[src/rtl/vga_timing_gen.sv]
// VGA timing stage: pixel-enable divider, H/V counters, registered sync,
// display-enable and line/frame start decodes aligned to HCNT/VCNT.
module vga_timing_gen #(
  parameter int unsigned CLK_DIV = 4,
  parameter int unsigned HPERIOD = 800,
  parameter int unsigned HFRONT  = 16,
  parameter int unsigned HWIDTH  = 96,
  parameter int unsigned HBACK   = 48,
  parameter int unsigned VPERIOD = 525,
  parameter int unsigned VFRONT  = 10,
  parameter int unsigned VWIDTH  = 2,
  parameter int unsigned VBACK   = 33
) (
  input  logic       CLK,
  input  logic       RST,
  input  logic       ENABLE,
  output logic       PCK_EN,
  output logic [9:0] HCNT,
  output logic [9:0] VCNT,
  output logic       VGA_HS,
  output logic       VGA_VS,
  output logic       DISP_EN,
  output logic       LINE_START,
  output logic       FRAME_START
);

  localparam logic [3:0] DIV_LAST = 4'(CLK_DIV - 1);
  localparam logic [9:0] H_LAST   = 10'(HPERIOD - 1);
  localparam logic [9:0] V_LAST   = 10'(VPERIOD - 1);
  localparam logic [9:0] HS_BEG   = 10'(HFRONT);
  localparam logic [9:0] HS_END   = 10'(HFRONT + HWIDTH);
  localparam logic [9:0] VS_BEG   = 10'(VFRONT);
  localparam logic [9:0] VS_END   = 10'(VFRONT + VWIDTH);
  localparam logic [9:0] HBLANK   = 10'(HFRONT + HWIDTH + HBACK);
  localparam logic [9:0] VBLANK   = 10'(VFRONT + VWIDTH + VBACK);

  logic [3:0] div_q, div_d;
  logic [9:0] hcnt_q, hcnt_d;
  logic [9:0] vcnt_q, vcnt_d;
  logic       pck_q, pck_d;
  logic       hs_q, hs_d;
  logic       vs_q, vs_d;
  logic       de_q, de_d;
  logic       ls_q, ls_d;
  logic       fs_q, fs_d;
  logic       tick;

  always_comb begin
    tick   = ENABLE && (div_q == DIV_LAST);
    div_d  = '0;
    hcnt_d = hcnt_q;
    vcnt_d = vcnt_q;

    if (!ENABLE) begin
      hcnt_d = '0;
      vcnt_d = '0;
    end else begin
      div_d = tick ? '0 : div_q + 4'd1;
      if (tick) begin
        if (hcnt_q == H_LAST) begin
          hcnt_d = '0;
          vcnt_d = (vcnt_q == V_LAST) ? '0 : vcnt_q + 10'd1;
        end else begin
          hcnt_d = hcnt_q + 10'd1;
        end
      end
    end

    // Decodes look at the next counts so each flag lands with the count it describes.
    pck_d = tick;
    hs_d  = !(ENABLE && (hcnt_d >= HS_BEG) && (hcnt_d < HS_END));
    vs_d  = !(ENABLE && (vcnt_d >= VS_BEG) && (vcnt_d < VS_END));
    de_d  = ENABLE && (hcnt_d >= HBLANK) && (vcnt_d >= VBLANK);
    ls_d  = tick && (hcnt_d == '0);
    fs_d  = tick && (hcnt_d == '0) && (vcnt_d == '0);
  end

  always_ff @(posedge CLK or negedge RST) begin
    if (!RST) begin
      div_q  <= '0;
      hcnt_q <= '0;
      vcnt_q <= '0;
      pck_q  <= 1'b0;
      hs_q   <= 1'b1;
      vs_q   <= 1'b1;
      de_q   <= 1'b0;
      ls_q   <= 1'b0;
      fs_q   <= 1'b0;
    end else begin
      div_q  <= div_d;
      hcnt_q <= hcnt_d;
      vcnt_q <= vcnt_d;
      pck_q  <= pck_d;
      hs_q   <= hs_d;
      vs_q   <= vs_d;
      de_q   <= de_d;
      ls_q   <= ls_d;
      fs_q   <= fs_d;
    end
  end

  assign PCK_EN      = pck_q;
  assign HCNT        = hcnt_q;
  assign VCNT        = vcnt_q;
  assign VGA_HS      = hs_q;
  assign VGA_VS      = vs_q;
  assign DISP_EN     = de_q;
  assign LINE_START  = ls_q;
  assign FRAME_START = fs_q;

endmodule
[config.mk]
export PLATFORM = sky130hd
export DESIGN_NAME = vga_timing_gen
export DESIGN_NICKNAME = d
export VERILOG_FILES = /design/src/rtl/vga_timing_gen.sv
export SDC_FILE = /design/constraint.sdc
export NUM_CORES = 1
export LEC_CHECK = 0
export BUFFER_PORTS_ARGS = -buffer_cell sky130_fd_sc_hd__buf_2
export CAP_MARGIN = 20
export CORE_MARGIN = 1
export CORE_UTILIZATION = 60
export CTS_CLUSTER_SIZE = 14
export DETAILED_ROUTE_END_ITERATION = 16
export GPL_TIMING_DRIVEN = 0
export HOLD_SLACK_MARGIN = 0.02
export PLACE_DENSITY = 0.89
export RECOVER_POWER = 50
export SKIP_CTS_REPAIR_TIMING = 1
export SYNTH_ARGS = -nofsm -noshare
export SYNTH_HDL_FRONTEND = slang
export SYNTH_SLANG_ARGS = --single-unit
[constraint.sdc]
create_clock -name CLK -period 7.2 [get_ports CLK]
set_input_delay 0.36 -clock CLK [delete_from_list [all_inputs] [get_ports CLK]]
set_output_delay 0.36 -clock CLK [all_outputs]
set_load 0.01 [all_outputs]
# [Yosys cells after proc, flatten, opt, wreduce, memory -nomap -nowiden]
# Cells that the tools add are included.
[word_totals] reg_bits=30 latchBits=0 ramBits=0 rom_bits=0 out_inout_bits=26 elab_cells=43 memories=0
[op_classes] addsub=3 multipliers=0 n_div=0 magnitude_cmp=6 n_eq_ne=3 n_shift=0 n_mux=9 n_bitwise=0 n_reduce_logical=13
[ops] cell="$mux 10" n=7
[ops] cell="$add 10x1->10 const B" n=2
[ops] cell="$eq 10x10->1 const B" n=2
[ops] cell="$logic_not 10->1" n=2
[ops] cell="$ge 10x4->1 const B" n=1
[ops] cell="$ge 10x5->1 const B" n=1
[ops] cell="$ge 10x6->1 const B" n=1
[ops] cell="$ge 10x8->1 const B" n=1
[ops] cell="$lt 10x4->1 const B" n=1
[ops] cell="$lt 10x7->1 const B" n=1
[ops] cell="$logic_and 1x1->1" n=9
[ops] cell="$mux 4" n=2
[ops] cell="$add 4x1->4 const B" n=1
[ops] cell="$eq 4x2->1 const B" n=1
[ops] cell="$logic_not 1->1" n=2

# [Logic depth before layout (Yosys ltp)]
# Gate-level depths: netlist of the first run.
[logic_depth] word_depth=9 mapped_depth=11 depth_no_buf=9

# [Worst setup path before layout of the first run]
# Ideal clock, no wire load.
[synth_timing] path_kind="register to register" start="reg vcnt_q[0] (netlist: VCNT[0])" end="reg vs_q (netlist: VGA_VS)" setup_ns=0.094 arrival_time_ns=2.485 required_ns=7.106 slack_ns=4.621 path_stages_with_launch=9 n_path_buf=0 synth_period_minus_slack_ns=2.579 cell_sequence="dfrtp_1 inv_1 ha_1 nand4_1 nor4_4 o211ai_1 a32o_1 a2111o_1 or4b_1"
[synth_between] elab_chain_cells=9 word_cells_on_any_way=11 cone_classes="1 x add/sub; 2 x order compare; 1 x eq/ne; 4 x mux; 3 x reduce/logical"
[synth_rtl] element="from (decl)" line_no="39" text="logic [9:0] vcnt_q, vcnt_d;"
[synth_rtl] element="from (signal assigned)" line_no="92" text="vcnt_q <= vcnt_d;"
[synth_rtl] element="$add 10x1->10 / $eq 10x10->1 (equally long branches)" line_no="62" text="vcnt_d = (vcnt_q == V_LAST) ? '0 : vcnt_q + 10'd1;"
[synth_rtl] element="$mux 10" line_no="62"
[synth_rtl] element="$mux 10" line_no="60" text="if (hcnt_q == H_LAST) begin"
[synth_rtl] element="$mux 10 *" line_no="59" text="if (tick) begin"
[synth_rtl] element="$mux 10 *" line_no="54" text="if (!ENABLE) begin"
[synth_rtl] element="$ge 10x4->1" line_no="72" text="vs_d = !(ENABLE && (vcnt_d >= VS_BEG) && (vcnt_d < VS_END));"
[synth_rtl] element="$logic_and 1x1->1" line_no="72"
[synth_rtl] element="$logic_and 1x1->1 *" line_no="72"
[synth_rtl] element="$logic_not 1->1 *" line_no="72"
[synth_rtl] element="via vs_d" line_no="42" text="logic vs_q, vs_d;"
[synth_rtl] element="to (signal assigned)" line_no="95" text="vs_q <= vs_d;"
[synth_rtl] element="to (decl)" line_no="42"
# The timed path passes the listed nets; every way through them passes the cells marked *.

# [Worst setup path in the final report of the first run]
[layout_timing] start="reg div_q[0]" end="reg fs_q (netlist: FRAME_START)"
[layout_between] elab_chain_cells=7 word_cells_on_any_way=10 cone_classes="1 x eq/ne; 4 x mux; 5 x reduce/logical"
[layout_rtl] element="from (decl)" line_no="37" text="logic [3:0] div_q, div_d;"
[layout_rtl] element="from (signal assigned)" line_no="90" text="div_q <= div_d;"
[layout_rtl] element="$eq 4x2->1 *" line_no="49" text="tick = ENABLE && (div_q == DIV_LAST);"
[layout_rtl] element="$logic_and 1x1->1 *" line_no="49"
[layout_rtl] element="via pck_d" line_no="40" text="logic pck_q, pck_d;"
[layout_rtl] element="$mux 10" line_no="59"
[layout_rtl] element="$mux 10" line_no="54"
[layout_rtl] element="$logic_not 10->1" line_no="75" text="fs_d = tick && (hcnt_d == '0) && (vcnt_d == '0);"
[layout_rtl] element="$logic_and 1x1->1" line_no="75"
[layout_rtl] element="$logic_and 1x1->1 *" line_no="75"
[layout_rtl] element="via fs_d" line_no="45" text="logic fs_q, fs_d;"
[layout_rtl] element="to (signal assigned)" line_no="98" text="fs_q <= fs_d;"
[layout_rtl] element="to (decl)" line_no="45"
# Marks and branches as above.

==> results.toml, run 1 <==
[synthesis]
ys_top_cells_by_count = "dfrtp_1, a21oi_1, inv_1"
async_flop_share_pct = 100
synth-edff-count = 0
synth_seq_cells = 30
syn_avg_cell_area_um2 = 9.68
syn_area_um2 = 1780
yosys_warnings = 0
yosys.area.top_type_share_pct = 39.4
synthFlopType = "dfrtp_1"
synth_top_area_cell = "dfrtp_1"
yosysMostFrequentCell = "dfrtp_1"
synth_cell_types = 57
synth_nets = 191
yosys-top-cells-area = "dfrtp_1, a21oi_1, dfstp_2"
ys_seq_area_share_pct = 42.3
syn_inst = 184

[critical_path]
worstSetupPathType = "reg -> reg"
cp-start-kind = "flip-flop"
crit_required_ps = 7400
path_max_fanout = 10
critPathCaptureType = "flip-flop"
cp.arrival_ps = 3130

[timing]
fmax_mhz = 342
clock_skew_ps = 14.6
slew_viol_final = 31
finalSetupViolCount = 0
tightest_slew_ps = 1580
rsz0062_at_grt = "no"
slew_headroom_pct = -5.13
fin_tns_setup_ps = 0
period_share_pct = 40.6
hold_viol = 0
period_needed_ps = 2920

[detailed_routing]
drc_errors = 0
wl_um = 4190
drtIter0Drc = 85
viasPerCell = 6.60
ant_nets = 0
drt_pass1_iterations = 4
wl_per_cell_um = 16.8
via_count = 1651

[final_layout]
n_antenna_cell = 0
final_layout_size_suffix_gt1_share_pct = 19.6
fillers = 222
final_cell_area_um2 = 2030
area_growth_pct = 13.8
nets = 226

[clocking]
clk_path_buf_depth = 2
cts.sinks = 30
tritoncts = "built"
clk_pin_slew_ps = 90
htreeDepth = 2
insertion_delay_ps = 330
cts_buffers = 5
cts-root-buf = "clkbuf_4"

[power]
power_density_nw_per_um2 = 159
ir_drop_v = 0.000169
power.total_uw = 323
power.leakage_uw = 0.000911

[floorplanning]
start_util_pct = 64.0
die_w_um = 56.5
dieArea_um2 = 3190
fp.coreArea_um2 = 2780
rows = 19
io_pins = 29
die_h_um = 56.5

[grt]
grt_max_degree = 31
track_usage_pct = 29.1
grt_pass1_wl_um = 7180
antenna_found_initial = 0
grt_overflow_total = 0
grt_pass1_vias = 1575

[placed_design]
placed_area_um2 = 1960
hpwl_um = 3030
portBuffers = 28
place_congestion = 0.859

[job]
drv_cap = 1

[min_path]
hold_path_class = "in -> reg"

[run_status]
status = "finished, violations left"
violations = "max-capacitance violations, max-slew violations"
-- registers in the layout, summed over array words and instances (netlist names) --
signal,count
HCNT,10
div_q,4
PCK_EN,1
LINE_START,1
VCNT,10
DISP_EN,1
VGA_HS,1
VGA_VS,1
FRAME_START,1
-- metal layers --
| metal | routed length (um) | GRT usage (%) | share of wire [%] | vias up |
|---|---|---|---|---|
| met5 | 0 | 0 | 0 | - |
| met4 | 106 | 12.5 | 2.5 | 0 |
| met3 | 227 | 6.22 | 5.4 | 12 |
| met2 | 2160 | 48.4 | 51 | 68 |
| met1 | 1700 | 36.5 | 41 | 800 |
| li1 | - | - | - | 771 |
-- metrics by stage --
step,hold slack [ps],util (%),instances,setup slack (ps)
floorplan,64.4,-,184,4620
global placement,404,70.4,243,4430
detailed placement,427,70.4,243,4390
CTS,61.4,73.4,250,4360
global route,337,72.9,250,4140
finish,345,72.9,250,4280
-- final timing paths --
check	slack (ps)	cells after the start	startpoint	end
worst max-delay path	4280	10	div_q[0]	FRAME_START
worst min-delay path	340	2	ENABLE	VCNT[8]
worst max register to register	4280	10	div_q[0]	FRAME_START
worst min register to register	480	1	div_q[0]	div_q[0]
max in group asynchronous	5860	1	RST	div_q[0]
min in group asynchronous	410	1	RST	VCNT[2]
-- power by group --
group / internal [uW] / leakage (uW) / switching [uW]
clock network: 80.8 / 0.0000443 / 54.1
logic: 4.60 / 0.000457 / 11.2
registers: 171 / 0.000410 / 1.62
total: 256 / 0.000911 / 66.9
-- cell usage in the layout, fill, tap and decap left out, drive strengths merged, types with 5 or more instances in the layout --
| cell | Yosys | layout |
|---|---|---|
| nand4 | 7 | 7 |
| buf | 5 | 22 |
| inv | 12 | 12 |
| nand3 | 9 | 9 |
| nand2 | 10 | 10 |
| o21ai | 9 | 9 |
| nor4 | 5 | 5 |
| nor3 | 6 | 6 |
| clkbuf | 2 | 19 |
| a21oi | 14 | 14 |
| or3 | 6 | 6 |
| nor2 | 8 | 8 |
| dfrtp | 28 | 28 |
-- area by class of cell --
class / count / area, um^2 / share of cell area [%]
clock buffer: 6 / 51.3 / 2.53
tap: 31 / 38.8 / 1.91
inverter: 13 / 48.8 / 2.41
buffer: 7 / 53.8 / 2.65
multi-input combinational: 134 / 925 / 45.6
clock inverter: 1 / 30.0 / 1.48
timing repair buffer: 28 / 126 / 6.23
sequential: 30 / 753 / 37.2
-- worst max-delay path, stage by stage (launching register included) --
cell and delay [ps]:
dfrtp_1 410, ha_1 250, nand4bb_1 130, clkbuf_1 390, inv_2 60, clkbuf_1 250, and4_1 250, o21ai_1 230
o21ai_0 190, nand3b_1 270, nor4_1 370
-- cell families after synthesis --
group                      count (synthesis)  synth area share, %
and+or+nand+nor                           75                 27.3
DFF                                       30                 42.3
xor gates and xnor gates                   5                 2.46
adders and majority gates                  4                 2.81
AOI/OAI and AO/OA                         50                 19.3
buffers and inverters                     20                 5.76
Note: power is estimated with default switching activity, not from simulation.
==> inputs of run 2 (changes only) <==
- CORE_UTILIZATION: 60 -> 56
- PLACE_DENSITY: 0.89 -> 0.84
- clock period: 7.2 -> 2.74 ns (I/O delays scaled with it)
==> results.toml, run 2 (same netlist as run 1, synthesis figures left out) <==
[critical_path]
crit_required_ps = 3000
cp-start-kind = "flip-flop"
critPathCaptureType = "flip-flop"
path_max_fanout = 10
cp.arrival_ps = 3000
worstSetupPathType = "reg -> reg"

[detailed_routing]
via_count = 1697
drtIter0Drc = 87
viasPerCell = 6.29
wl_um = 4490
ant_nets = 0
wl_per_cell_um = 16.6
drt_pass1_iterations = 4
drc_errors = 0

[timing]
period_needed_ps = 2740
fin_ws_ps = -2.90
clock_skew_ps = 10.7
fin_tns_setup_ps = -2.90
slew_headroom_pct = -6.73
slew_viol_final = 31
hold_viol = 0
finalSetupViolCount = 1
period_share_pct = 100
fmax_mhz = 365
tightest_slew_ps = 1600

[run_status]
violations = "max-capacitance violations, max-slew violations, negative setup slack"
status = "finished, violations left"

[floorplanning]
fp.coreArea_um2 = 3030
start_util_pct = 58.8
die_w_um = 58.4
io_pins = 29
dieArea_um2 = 3410
die_h_um = 58.4
rows = 20

[power]
power.leakage_uw = 0.000943
swShare_pct = 24.7
p_int_uw = 587
ir_drop_v = 0.000236
power_switching_uw = 192
power.total_uw = 779
power_density_nw_per_um2 = 367
seqPwrFrac_pct = 58.1
p_clk_share_pct = 35.7
power.share.combinational_pct = 6.3

[min_path]
hold_path_class = "in -> reg"

[clocking]
insertion_delay_ps = 350
htreeDepth = 2
clk_path_buf_depth = 2
cts.sinks = 30
tritoncts = "built"
cts-root-buf = "clkbuf_4"
cts_buffers = 5
clk_pin_slew_ps = 100

[placed_design]
portBuffers = 28
placed_cells = 256
placed_area_um2 = 1980
hpwl_um = 3060
place_congestion = 0.900

[final_layout]
area_growth_pct = 19.1
final_common_cell = "dfrtp_1"
mostFrequentLayoutCells = "dfrtp_1, buf_2, a21oi_1, clkbuf_1, inv_1"
final_layout_size_suffix_gt1_share_pct = 26.1
n_antenna_cell = 0
final_cell_area_um2 = 2120
nets = 233
layoutNonFillerInstCount = 270

[job]
drv_cap = 1

[grt]
grt_overflow_total = 0
grt_pass1_vias = 1494
grt_max_degree = 31
antenna_found_initial = 0
track_usage_pct = 28.1
grt_pass1_wl_um = 7040
[run 2: final timing paths]
path	start	depth (start not counted)	to	slack (ps)
setup / recovery	HCNT[6]	8	VGA_VS	-3
hold / removal	ENABLE	2	VCNT[8]	70
setup reg to reg	HCNT[6]	8	VGA_VS	-3
hold reg to reg	div_q[0]	2	div_q[0]	570
max in group asynchronous	RST	2	HCNT[0]	980
min in group asynchronous	RST	2	VCNT[8]	720
[run 2: worst max-delay path, stage by stage (launching register included)]
cell      delay [ps]
dfrtp_1          400
buf_6            140
nor4b_4          410
nand4_1          200
buf_4            230
o31ai_2          280
a21oi_1          120
a2111o_1         360
or4b_1           520
[run 2: metrics by stage]
stage	setup slack, ps	hold slack, ps	utilization (%)
after floorplan	161	-159	-
after global placement	-54.4	186	65.2
after detailed placement	-107	201	65.2
after CTS	-141	-183	67.1
after global routing	-115	64.6	70.0
final	-2.90	73.7	70.0
[run 2: layer usage]
layer / share of wire [%] / wire [um] / up-vias / global-route usage, %
li1: - / - / 782 / -
met1: 39 / 1730 / 832 / 35.8
met2: 53 / 2370 / 65 / 45.6
met3: 4.9 / 219 / 18 / 7.47
met4: 3.8 / 169 / 0 / 11.6
met5: 0 / 0 / - / 0
[run 2: power groups by stage]
stage | Sequential (uW) | Combinational [uW] | Clock [uW]
finish | 452 | 48.9 | 278
global route | 453 | 54.4 | 299
CTS | 452 | 42.3 | 280
detailed placement | 461 | 42.5 | 0
global placement | 461 | 40.4 | 0
floorplan | 461 | 21.8 | 0
[run 2: area by class of cell]
class	count	area, um^2
fill	246	907
sequential	30	757
inverter	13	48.8
multi-input combinational	134	963
buffer	7	57.6
clock buffer	7	55.1
tap	44	55.1
timing repair buffer	35	184
